`config.mk`:
```
export PLATFORM = sky130hd
export DESIGN_NAME = itof_pipe_flat
export DESIGN_NICKNAME = d
export VERILOG_FILES = /design/src/rtl/itof_pipe_if.sv /design/src/rtl/itof_pipe.sv /design/src/flat_wrapper.sv
export SDC_FILE = /design/constraint.sdc
export NUM_CORES = 1
export LEC_CHECK = 0
export CAP_MARGIN = 20
export CORE_MARGIN = 2
export CORE_UTILIZATION = 55
export DETAILED_ROUTE_END_ITERATION = 10
export PLACE_DENSITY = 0.86
export SETUP_SLACK_MARGIN = 0.02
export SLEW_MARGIN = 20
export SYNTH_ARGS = -nofsm -noshare
export SYNTH_HDL_FRONTEND = slang
export SYNTH_SLANG_ARGS = --single-unit
export TNS_END_PERCENT = 50
```
`constraint.sdc`:
```
create_clock -name clk -period 3.7 [get_ports clk]
set_input_delay 0.555 -clock clk [delete_from_list [all_inputs] [get_ports clk]]
set_output_delay 0.555 -clock clk [all_outputs]
set_load 0.05 [all_outputs]
```
`src/rtl/itof_pipe_if.sv`:
```
// itof_pipe_if: request/result handshake bundle for the int-to-float pipeline.
//   Request side : in_valid, in_ready, in_data[31:0] (signed int), in_tag[TAG_W-1:0]
//   Result side  : out_valid, out_ready, out_data[31:0] (IEEE-754 single), out_tag[TAG_W-1:0]
// The master modport is the requester/consumer (FPU issue and writeback).
// The slave modport is the converter.
interface itof_pipe_if #(
  parameter int unsigned TAG_W = 5
);
  logic             in_valid;
  logic             in_ready;
  logic [31:0]      in_data;
  logic [TAG_W-1:0] in_tag;
  logic             out_valid;
  logic             out_ready;
  logic [31:0]      out_data;
  logic [TAG_W-1:0] out_tag;

  modport master (
    output in_valid, in_data, in_tag, out_ready,
    input  in_ready, out_valid, out_data, out_tag
  );

  modport slave (
    input  in_valid, in_data, in_tag, out_ready,
    output in_ready, out_valid, out_data, out_tag
  );
endinterface

```
`src/rtl/itof_pipe.sv`:
```
// itof_pipe: 3-stage valid/ready pipeline that converts a signed 32-bit integer
// to IEEE-754 single precision, rounding to nearest even.
//   clk  : rising-edge clock
//   rstn : asynchronous active-low reset, clears every pipeline register
//   bus  : itof_pipe_if slave (request in_*, result out_*, tag passed through)
// Stage 1 takes sign and magnitude. Stage 2 normalises so that the leading one
// sits at bit 31. Stage 3 rounds, packs the result, and is the output register.
module itof_pipe #(
  parameter int unsigned TAG_W = 5
) (
  input logic      clk,
  input logic      rstn,
  itof_pipe_if.slave bus
);

  // Stage 1 registers
  logic             s1_valid_q, s1_valid_d;
  logic             s1_sign_q, s1_sign_d;
  logic             s1_zero_q, s1_zero_d;
  logic [31:0]      s1_abs_q, s1_abs_d;
  logic [TAG_W-1:0] s1_tag_q, s1_tag_d;

  // Stage 2 registers
  logic             s2_valid_q, s2_valid_d;
  logic             s2_sign_q, s2_sign_d;
  logic             s2_zero_q, s2_zero_d;
  logic [4:0]       s2_pos_q, s2_pos_d;
  logic [31:0]      s2_norm_q, s2_norm_d;
  logic [TAG_W-1:0] s2_tag_q, s2_tag_d;

  // Stage 3 (output) registers
  logic             s3_valid_q, s3_valid_d;
  logic [31:0]      s3_data_q, s3_data_d;
  logic [TAG_W-1:0] s3_tag_q, s3_tag_d;

  // A stage may load when it is empty or its content moves on this cycle.
  // This forms a combinational ready chain from out_ready back to in_ready,
  // so empty stages never wait on a stalled stage further down.
  logic s1_en, s2_en, s3_en;

  always_comb begin
    s3_en = !s3_valid_q || bus.out_ready;
    s2_en = !s2_valid_q || s3_en;
    s1_en = !s1_valid_q || s2_en;
  end

  // Stage 1: sign and magnitude. INT_MIN negates to itself, which reads as 2^31 unsigned.
  always_comb begin
    s1_valid_d = s1_valid_q;
    s1_sign_d  = s1_sign_q;
    s1_zero_d  = s1_zero_q;
    s1_abs_d   = s1_abs_q;
    s1_tag_d   = s1_tag_q;
    if (s1_en) begin
      s1_valid_d = bus.in_valid;
      if (bus.in_valid) begin
        s1_sign_d = bus.in_data[31];
        s1_zero_d = (bus.in_data == 32'd0);
        s1_abs_d  = bus.in_data[31] ? (~bus.in_data + 32'd1) : bus.in_data;
        s1_tag_d  = bus.in_tag;
      end
    end
  end

  // Stage 2: locate the leading one and shift it to bit 31
  logic [4:0]  lead_pos;
  logic [31:0] norm;

  always_comb begin
    lead_pos = 5'd0;
    for (int i = 0; i < 32; i++) begin
      if (s1_abs_q[i]) lead_pos = 5'(i);
    end
    norm = s1_abs_q << (5'd31 - lead_pos);
  end

  always_comb begin
    s2_valid_d = s2_valid_q;
    s2_sign_d  = s2_sign_q;
    s2_zero_d  = s2_zero_q;
    s2_pos_d   = s2_pos_q;
    s2_norm_d  = s2_norm_q;
    s2_tag_d   = s2_tag_q;
    if (s2_en) begin
      s2_valid_d = s1_valid_q;
      if (s1_valid_q) begin
        s2_sign_d = s1_sign_q;
        s2_zero_d = s1_zero_q;
        s2_pos_d  = lead_pos;
        s2_norm_d = norm;
        s2_tag_d  = s1_tag_q;
      end
    end
  end

  // Stage 3: round to nearest even and pack. A rounding carry out of the
  // fraction leaves it all zero and bumps the exponent. The largest exponent
  // is 158 (from 2^31), so it never overflows.
  logic [22:0] frac;
  logic        guard_bit;
  logic        sticky_bit;
  logic        round_up;
  logic [23:0] frac_sum;
  logic [7:0]  biased_exp;
  logic [31:0] packed_res;

  always_comb begin
    frac       = s2_norm_q[30:8];
    guard_bit  = s2_norm_q[7];
    sticky_bit = |s2_norm_q[6:0];
    round_up   = guard_bit && (sticky_bit || frac[0]);
    frac_sum   = {1'b0, frac} + {23'd0, round_up};
    biased_exp = 8'd127 + {3'd0, s2_pos_q} + {7'd0, frac_sum[23]};
    packed_res = s2_zero_q ? 32'd0 : {s2_sign_q, biased_exp, frac_sum[22:0]};
  end

  always_comb begin
    s3_valid_d = s3_valid_q;
    s3_data_d  = s3_data_q;
    s3_tag_d   = s3_tag_q;
    if (s3_en) begin
      s3_valid_d = s2_valid_q;
      if (s2_valid_q) begin
        s3_data_d = packed_res;
        s3_tag_d  = s2_tag_q;
      end
    end
  end

  always_ff @(posedge clk or negedge rstn) begin
    if (!rstn) begin
      s1_valid_q <= 1'b0;
      s1_sign_q  <= 1'b0;
      s1_zero_q  <= 1'b0;
      s1_abs_q   <= '0;
      s1_tag_q   <= '0;
      s2_valid_q <= 1'b0;
      s2_sign_q  <= 1'b0;
      s2_zero_q  <= 1'b0;
      s2_pos_q   <= '0;
      s2_norm_q  <= '0;
      s2_tag_q   <= '0;
      s3_valid_q <= 1'b0;
      s3_data_q  <= '0;
      s3_tag_q   <= '0;
    end else begin
      s1_valid_q <= s1_valid_d;
      s1_sign_q  <= s1_sign_d;
      s1_zero_q  <= s1_zero_d;
      s1_abs_q   <= s1_abs_d;
      s1_tag_q   <= s1_tag_d;
      s2_valid_q <= s2_valid_d;
      s2_sign_q  <= s2_sign_d;
      s2_zero_q  <= s2_zero_d;
      s2_pos_q   <= s2_pos_d;
      s2_norm_q  <= s2_norm_d;
      s2_tag_q   <= s2_tag_d;
      s3_valid_q <= s3_valid_d;
      s3_data_q  <= s3_data_d;
      s3_tag_q   <= s3_tag_d;
    end
  end

  always_comb begin
    bus.in_ready  = s1_en;
    bus.out_valid = s3_valid_q;
    bus.out_data  = s3_data_q;
    bus.out_tag   = s3_tag_q;
  end

endmodule

```
`src/flat_wrapper.sv`:
```
// flat-port wrapper written by rule: the top's interface ports become plain ports
module itof_pipe_flat 
#(
  parameter int unsigned TAG_W = 5
)
  (clk, rstn, bus_in_valid, bus_in_data, bus_in_tag, bus_out_ready, bus_in_ready, bus_out_valid, bus_out_data, bus_out_tag);
  itof_pipe_if #(.TAG_W(TAG_W)) bus_i ();
  input logic clk;
  input logic rstn;
  input wire logic [$bits(bus_i.in_valid)-1:0] bus_in_valid;
  input wire logic [$bits(bus_i.in_data)-1:0] bus_in_data;
  input wire logic [$bits(bus_i.in_tag)-1:0] bus_in_tag;
  input wire logic [$bits(bus_i.out_ready)-1:0] bus_out_ready;
  output wire logic [$bits(bus_i.in_ready)-1:0] bus_in_ready;
  output wire logic [$bits(bus_i.out_valid)-1:0] bus_out_valid;
  output wire logic [$bits(bus_i.out_data)-1:0] bus_out_data;
  output wire logic [$bits(bus_i.out_tag)-1:0] bus_out_tag;
  assign bus_i.in_valid = bus_in_valid;
  assign bus_i.in_data = bus_in_data;
  assign bus_i.in_tag = bus_in_tag;
  assign bus_i.out_ready = bus_out_ready;
  assign bus_in_ready = bus_i.in_ready;
  assign bus_out_valid = bus_i.out_valid;
  assign bus_out_data = bus_i.out_data;
  assign bus_out_tag = bus_i.out_tag;
  itof_pipe #(.TAG_W(TAG_W)) u_core (.clk(clk), .rstn(rstn), .bus(bus_i));
endmodule
```
==> results.md, run 1 <==
* Share of the synthesized area in the top cell type at 42.7%
* Number of hold-repair buffers added at the cts stage at 0
* Number of violations reported at the end of detailed-routing iteration 0 at 424
* Maximum clock path buffer count at 2
* Sequential cell area at 0.00305 mm^2
* DP HPWL at 12.4 mm
* Worst reg2reg setup slack at 0.52 ns
* Filler cell count at 993
* Dominant synthesized flop cell: sky130_fd_sc_hd__dfrtp_1
* Die span in y at 118 um
* Sequential-to-total area share from yosys stat at 42.7%
* Arrival @ worst endpoint at 3.51 ns
* Synth Net Count at 820
* Synthesized area at 0.00715 mm^2
* Category of cells accounting for the largest share of critical-path delay: compound AO/OA/AOI/OAI gates
* WS Path Type: reg2reg
* Number of H-tree levels at 4
* Instance area at placement at 0.00815 mm^2
* Post_cts resized at 0
* Clock skew after layout at 0.00591 ns
* Clock insertion delay at the later pin of the skew report at 0.41 ns
* Highest Clock Rate at 314 MHz
* Top cells by area, synth: sky130_fd_sc_hd__dfrtp_1 43%, sky130_fd_sc_hd__mux2i_1 8.4%, sky130_fd_sc_hd__nand2_1 7.2%, sky130_fd_sc_hd__o21ai_0 5.8%, sky130_fd_sc_hd__xor2_1 5.3%
* Worst-path cell with the longest stage delay: sky130_fd_sc_hd__dfrtp_1
* Asr flop ratio synth at 100%
* Number of remaining DRC errors at 0
* Element type at the critical path start: flip-flop
* Sum of negative setup slack at 0 ns
* Power Density at 727 mW/mm^2
* Initial cell density of the core at 56.5%
* Crit path cell chain: nor2_1 > o311ai_1 > a41oi_1 > nor2_2 > buf_4 > clkinv_1 > or4_1 > o21ai_0 > mux2i_1 > a211oi_1
* Sink Count at 122
* Routability congestion estimate from global placement at 0.959
* CP Max Fanout at 17
* Sort of element at the end of the critical path: flip-flop
* Drt via density at 5.91
* Area used by multi-input combinational logic at 0.00390 mm^2
* Initial antenna violation count at 0
* Most used standard cell by instance count after synthesis: sky130_fd_sc_hd__nand2_1
* Max capacitance violation total at 0
* End of the worst register-to-register path: u_core.s2_norm_q[28]
* Most used standard cells in the synthesized netlist: 138 x sky130_fd_sc_hd__nand2_1, 122 x sky130_fd_sc_hd__dfrtp_1, 83 x sky130_fd_sc_hd__o21ai_0, 60 x sky130_fd_sc_hd__mux2i_1, 43 x sky130_fd_sc_hd__xor2_1
* Total CTS buffers at 17
* Number of optimization iterations in the first detailed-route pass at 5
* Tcrit/Tclk final at 86.1%
* Final standard cell utilization of the core at 68.9%
* Area inside the core boundary at 0.0127 mm^2
* Worst Path Required at 4.02 ns
* Reg2Reg Launch Point: u_core.s1_abs_q[26]
* Final Net Count at 897
* Number of cell rows at 41
* Type of the tightest min-delay check: in2async
* Minimum period implied by the final worst setup slack at 3.18 ns
* Horiz. Die Dim at 118 um
* Number of port buffers at 79
* Synth Register Bits at 122
* CTS tree: yes
* Cell area after layout at 0.00873 mm^2
* Finished Layout Cells at 1036
* Final number of setup-violating endpoints at 0
* Crit path buffers/inverters at 2
* Post-synth EDFFs at 0
* RSZ-0062 raised after global routing: false
* Global-route wire length before repair at 28.8 mm
* Syn. warnings at 0
* Hold violation total from the final report at 0
* Clock transition at the registers of the reported paths at 0.06 ns
* Largest area contributor in the netlist: sky130_fd_sc_hd__dfrtp_1
* Maximum number of pins on one net before global-route repair at 74
* Setup fix buffers added after clock tree synthesis at 0
* Total wirelength of the detailed-routed design at 17.1 mm
* Max Transition Viols Final at 0
* Result of the run: completed
* Max_slew headroom at 46.8%
* Post-Synthesis Cells at 775
* Count of distinct cell types in the synthesized netlist at 59
* Number of I/O pins at 80
* Die outline area at 0.0139 mm^2
* Transition time at the pin with the least slew margin at 0.795 ns
* Fraction of layout instances using a drive strength above 1 at 10.8%
* GRT Overall Usage at 25.4%
* Overall via count from detail_route at 6122
* CP peak stage delay at 0.47 ns
* Placed Instances at 1005
* Remaining global-route overflow at 0
* Post-synthesis average cell area at 9.23 um^2
* Vias in the first global route at 5942
* Worst voltage drop across the vdd grid at 336 uV
* Clock Tree Root: sky130_fd_sc_hd__clkbuf_16
* Mean routed wirelength per cell at 16.5 um
* FF-to-FF path depth at 10
* Area overhead of the layout relative to synthesis at 22.1%
* Number of antenna diodes at 0
* Detail Route Antenna Nets at 0
* Reported leakage power at 3.82 nW
==> worst reg2reg max path, delay by kind of cell, from the launching register on <==
| family | cells | cell delay [ns] |
|---|---|---|
| AO/OA/AOI/OAI | 4 | 1.09 |
| flip-flops | 1 | 0.47 |
| multiplexers | 1 | 0.20 |
| buffers and inverters | 2 | 0.56 |
| AND/OR/NAND/NOR | 3 | 0.76 |
==> flip-flops by register name, indices dropped and copies added, names as in the netlist <==
signal,flops
u_core.s1_zero_q,1
u_core.s1_abs_q,32
u_core.s2_norm_q,31
u_core.s2_zero_q,1
u_core.s2_valid_q,1
u_core.s2_pos_q,5
u_core.bus.out_data,32
u_core.s2_tag_q,5
u_core.bus.out_valid,1
u_core.s1_valid_q,1
u_core.s1_tag_q,5
u_core.s1_sign_q,1
u_core.s2_sign_q,1
u_core.bus.out_tag,5
==> placed cells by master, fill, tap and decap left out, types with 10 or more instances in the layout <==
cell                              count
sky130_fd_sc_hd__dfrtp_1            122
sky130_fd_sc_hd__inv_1               12
sky130_fd_sc_hd__and3_1              11
sky130_fd_sc_hd__mux2_2              26
sky130_fd_sc_hd__nand2_1            137
sky130_fd_sc_hd__buf_4               18
sky130_fd_sc_hd__nor2_1              41
sky130_fd_sc_hd__a21oi_1             17
sky130_fd_sc_hd__clkbuf_16           17
sky130_fd_sc_hd__nor4_1              10
sky130_fd_sc_hd__o31ai_1             15
sky130_fd_sc_hd__nand3_1             16
sky130_fd_sc_hd__xor2_1              43
sky130_fd_sc_hd__a22o_1              10
sky130_fd_sc_hd__mux2i_1             60
sky130_fd_sc_hd__o21ai_0             83
sky130_fd_sc_hd__nand2b_1            11
sky130_fd_sc_hd__xnor2_1             10
sky130_fd_sc_hd__clkdlybuf4s50_1     78
==> report_power, final <==
| group | switching [W] | internal, W | leakage, nW |
|---|---|---|---|
| Combinational | 0.00158 | 0.00102 | 2.04 |
| Clock | 0.000610 | 0.00101 | 0.275 |
| Sequential | 0.000389 | 0.00175 | 1.50 |
==> per-stage QoR <==
stage	worst slack, ns	total power [W]	hold slack (ns)
after floorplan	0.766	0.00385	0.259
after global placement	0.216	0.00463	0.439
after detailed placement	0.166	0.00470	0.443
after CTS	0.590	0.00634	0.169
after global routing	0.328	0.00668	0.205
final	0.516	0.00635	0.158
==> per-layer routing <==
layer	GRT usage (%)	wire length, um
met1	32.5	7500
met2	41.8	8190
met3	5.33	958
met4	10.9	489
met5	0	0
==> logic make-up (layout without fill, tap and decap cells) <==
kind of cell    count (synthesis)  count (layout)  share of synthesized area (%)
xor+xnor                       53              53                           6.49
simple gates                  270             270                           17.7
fa+ha+maj                       4               4                          0.700
buf+inv                        52             141                           2.94
mux                            86              86                           12.5
flops                         122             122                           42.7
compound gates                188             188                           17.0
==> worst max-delay path by stage <==
stage,start,end,slack [ns],cells past startpoint
3_3_place_gp,bus_in_data[9],u_core.s1_abs_q[30],0.22,10
4_1_cts,u_core.s1_abs_q[26],u_core.s2_norm_q[28],0.59,10
3_5_place_dp,bus_in_data[9],u_core.s1_abs_q[30],0.17,10
2_1_floorplan,bus_in_data[10],u_core.s1_abs_q[30],0.77,9
6_report,u_core.s1_abs_q[26],u_core.s2_norm_q[28],0.52,10
5_1_grt,u_core.s1_abs_q[26],u_core.s2_norm_q[28],0.33,10
==> cell type report <==
type,instances,area share [%]
clock inverter,13,1.65
inverter,13,0.559
clock buffer,18,5.03
tap,172,2.46
sequential,122,35.0
multi-input combinational,601,44.6
timing repair buffer,97,10.7
No activity file was read; power rests on OpenSTA's default activity.
==> run 2: changes to the inputs <==
==> constraint.sdc (replaced) <==
create_clock -name clk -period 3.7 [get_ports clk]
set_input_delay 0.74 -clock clk [delete_from_list [all_inputs] [get_ports clk]]
set_output_delay 0.74 -clock clk [all_outputs]
set_load 0.05 [all_outputs]
==> results.md, run 2 (synthesis gave the netlist of run 1 again) <==
* Result of the run: completed
* Post_cts resized at 0
* Global-route wire length before repair at 28.7 mm
* Max_slew headroom at 43.5%
* Number of violations reported at the end of detailed-routing iteration 0 at 423
* Worst path most repeated cell: sky130_fd_sc_hd__or3_4
* Number of remaining DRC errors at 0
* Total CTS buffers at 17
* Tcrit/Tclk final at 88.5%
* RSZ-0062 raised after global routing: false
* Most common cell after layout, fill and taps aside: sky130_fd_sc_hd__nand2_1
* Initial antenna violation count at 0
* Element type at the critical path start: input pin
* Crit path cell chain: clkdlybuf4s50_1 > or4_4 > nor3_4 > nand2_2 > or3_4 > or3_4 > or3_4 > o31ai_4 > xor2_1 > o21ai_1
* Final Net Count at 901
* Routability congestion estimate from global placement at 0.944
* Highest Clock Rate at 305 MHz
* Die outline area at 0.0139 mm^2
* Remaining global-route overflow at 0
* CTS tree: yes
* Instance area at placement at 0.00819 mm^2
* Tot Pwr at 0.00630 W
* Final number of setup-violating endpoints at 0
* Number of optimization iterations in the first detailed-route pass at 5
* Sort of element at the end of the critical path: flip-flop
* Clock skew after layout at 0.0104 ns
* Arrival @ worst endpoint at 3.55 ns
* Finished Layout Cells at 1039
* Clock Tree Root: sky130_fd_sc_hd__clkbuf_16
* Maximum clock path buffer count at 2
* Minimum period implied by the final worst setup slack at 3.28 ns
* Drt via density at 5.87
* Horiz. Die Dim at 118 um
* Number of port buffers at 79
* CP peak stage delay at 0.57 ns
* Number of I/O pins at 80
* Worst Path Required at 3.97 ns
* CP Max Fanout at 4
* Reported leakage power at 3.84 nW
* End of the worst register-to-register path: u_core.s2_norm_q[28]
* Category of cells accounting for the largest share of critical-path delay: simple AND/OR/NAND/NOR gates
* Top library cells by usage in the layout, fill and taps aside: 137 x sky130_fd_sc_hd__nand2_1, 122 x sky130_fd_sc_hd__dfrtp_1, 83 x sky130_fd_sc_hd__o21ai_0
* Sink Count at 122
* Vias in the first global route at 5759
* Clock transition at the registers of the reported paths at 0.06 ns
* Fraction of layout instances using a drive strength above 1 at 11.0%
* WS Path Type: in2reg
* Die span in y at 118 um
* Initial cell density of the core at 56.5%
* Number of hold-repair buffers added at the cts stage at 0
* Number of H-tree levels at 4
* Number of cell rows at 41
* Transition time at the pin with the least slew margin at 0.847 ns
* Type of the tightest min-delay check: in2async
* GRT Overall Usage at 25.2%
* Detail Route Antenna Nets at 0
* Maximum number of pins on one net before global-route repair at 70
* Crit path buffers/inverters at 1
* Clock insertion delay at the later pin of the skew report at 0.41 ns
* Worst voltage drop across the vdd grid at 365 uV
* Total wirelength of the detailed-routed design at 17.0 mm
* Area inside the core boundary at 0.0127 mm^2
* Cell area after layout at 0.00876 mm^2
* Setup fix buffers added after clock tree synthesis at 0
* Power Density at 719 mW/mm^2
* Number of antenna diodes at 0
* Area overhead of the layout relative to synthesis at 22.4%
* Max capacitance violation total at 0
* Mean routed wirelength per cell at 16.3 um
* Worst reg2reg setup slack at 0.44 ns
* Reg2Reg Launch Point: u_core.s1_abs_q[18]
* Worst slack at placement at -0.0113 ns
* Least setup slack across all paths after layout at 0.424 ns
* DP HPWL at 12.5 mm
* Overall via count from detail_route at 6101
* Max Transition Viols Final at 0
* Hold violation total from the final report at 0
* Placed Instances at 1009
* FF-to-FF path depth at 10
* Worst-path cell with the longest stage delay: sky130_fd_sc_hd__or4_4
[run 2: metal layers]
metal	track usage [%]	part of all wire (%)	up-vias
met2	41.9	48	237
met5	0	0	-
li1	-	-	2951
met3	4.36	5.4	32
met4	9.19	2.4	0
met1	33.4	44	2881
[run 2: worst max-delay path by stage]
stage	startpoint	end	cells after the start
global placement	bus_in_data[10]	u_core.s1_abs_q[30]	10
floorplan	bus_in_data[10]	u_core.s1_abs_q[30]	9
finish	bus_in_data[10]	u_core.s1_abs_q[30]	10
detailed placement	bus_in_data[10]	u_core.s1_abs_q[30]	10
global route	bus_in_data[6]	u_core.s1_abs_q[30]	10
CTS	bus_in_data[6]	u_core.s1_abs_q[30]	10
[run 2: stage by stage]
step | setup TNS, ns | util, % | hold slack (ns)
after floorplan | 0 | - | 0.433
after global routing | 0 | 69.1 | 0.497
after CTS | 0 | 69.1 | 0.463
final | 0 | 69.1 | 0.440
after detailed placement | -0.0113 | 64.6 | 0.444
after global placement | 0 | 64.6 | 0.439
[run 2: where the power goes]
part / internal, W / leakage (nW) / switching (W)
combinational: 0.00101 / 2.07 / 0.00157
clock: 0.00100 / 0.271 / 0.000588
sequential: 0.00175 / 1.50 / 0.000387
[run 2: area by class of cell]
class | instances | area (um^2)
Fill cell | 975 | 3910
Multi-Input combinational cell | 601 | 3900
Tap cell | 172 | 215
Sequential cell | 122 | 3050
Clock inverter | 11 | 124
Timing Repair Buffer | 101 | 978
Clock buffer | 19 | 443
Inverter | 13 | 48.8
[run 2: worst reg2reg max path: stages (launching register included)]
cell and delay (ns):
sky130_fd_sc_hd__dfrtp_1 0.44, sky130_fd_sc_hd__nor4_1 0.38, sky130_fd_sc_hd__o21ai_0 0.17, sky130_fd_sc_hd__a41oi_1 0.32, sky130_fd_sc_hd__nor2_2 0.05, sky130_fd_sc_hd__buf_4 0.22, sky130_fd_sc_hd__mux2i_1 0.17, sky130_fd_sc_hd__mux2_2 0.30
sky130_fd_sc_hd__o21ai_0 0.59, sky130_fd_sc_hd__mux2i_1 0.23, sky130_fd_sc_hd__a211oi_1 0.31
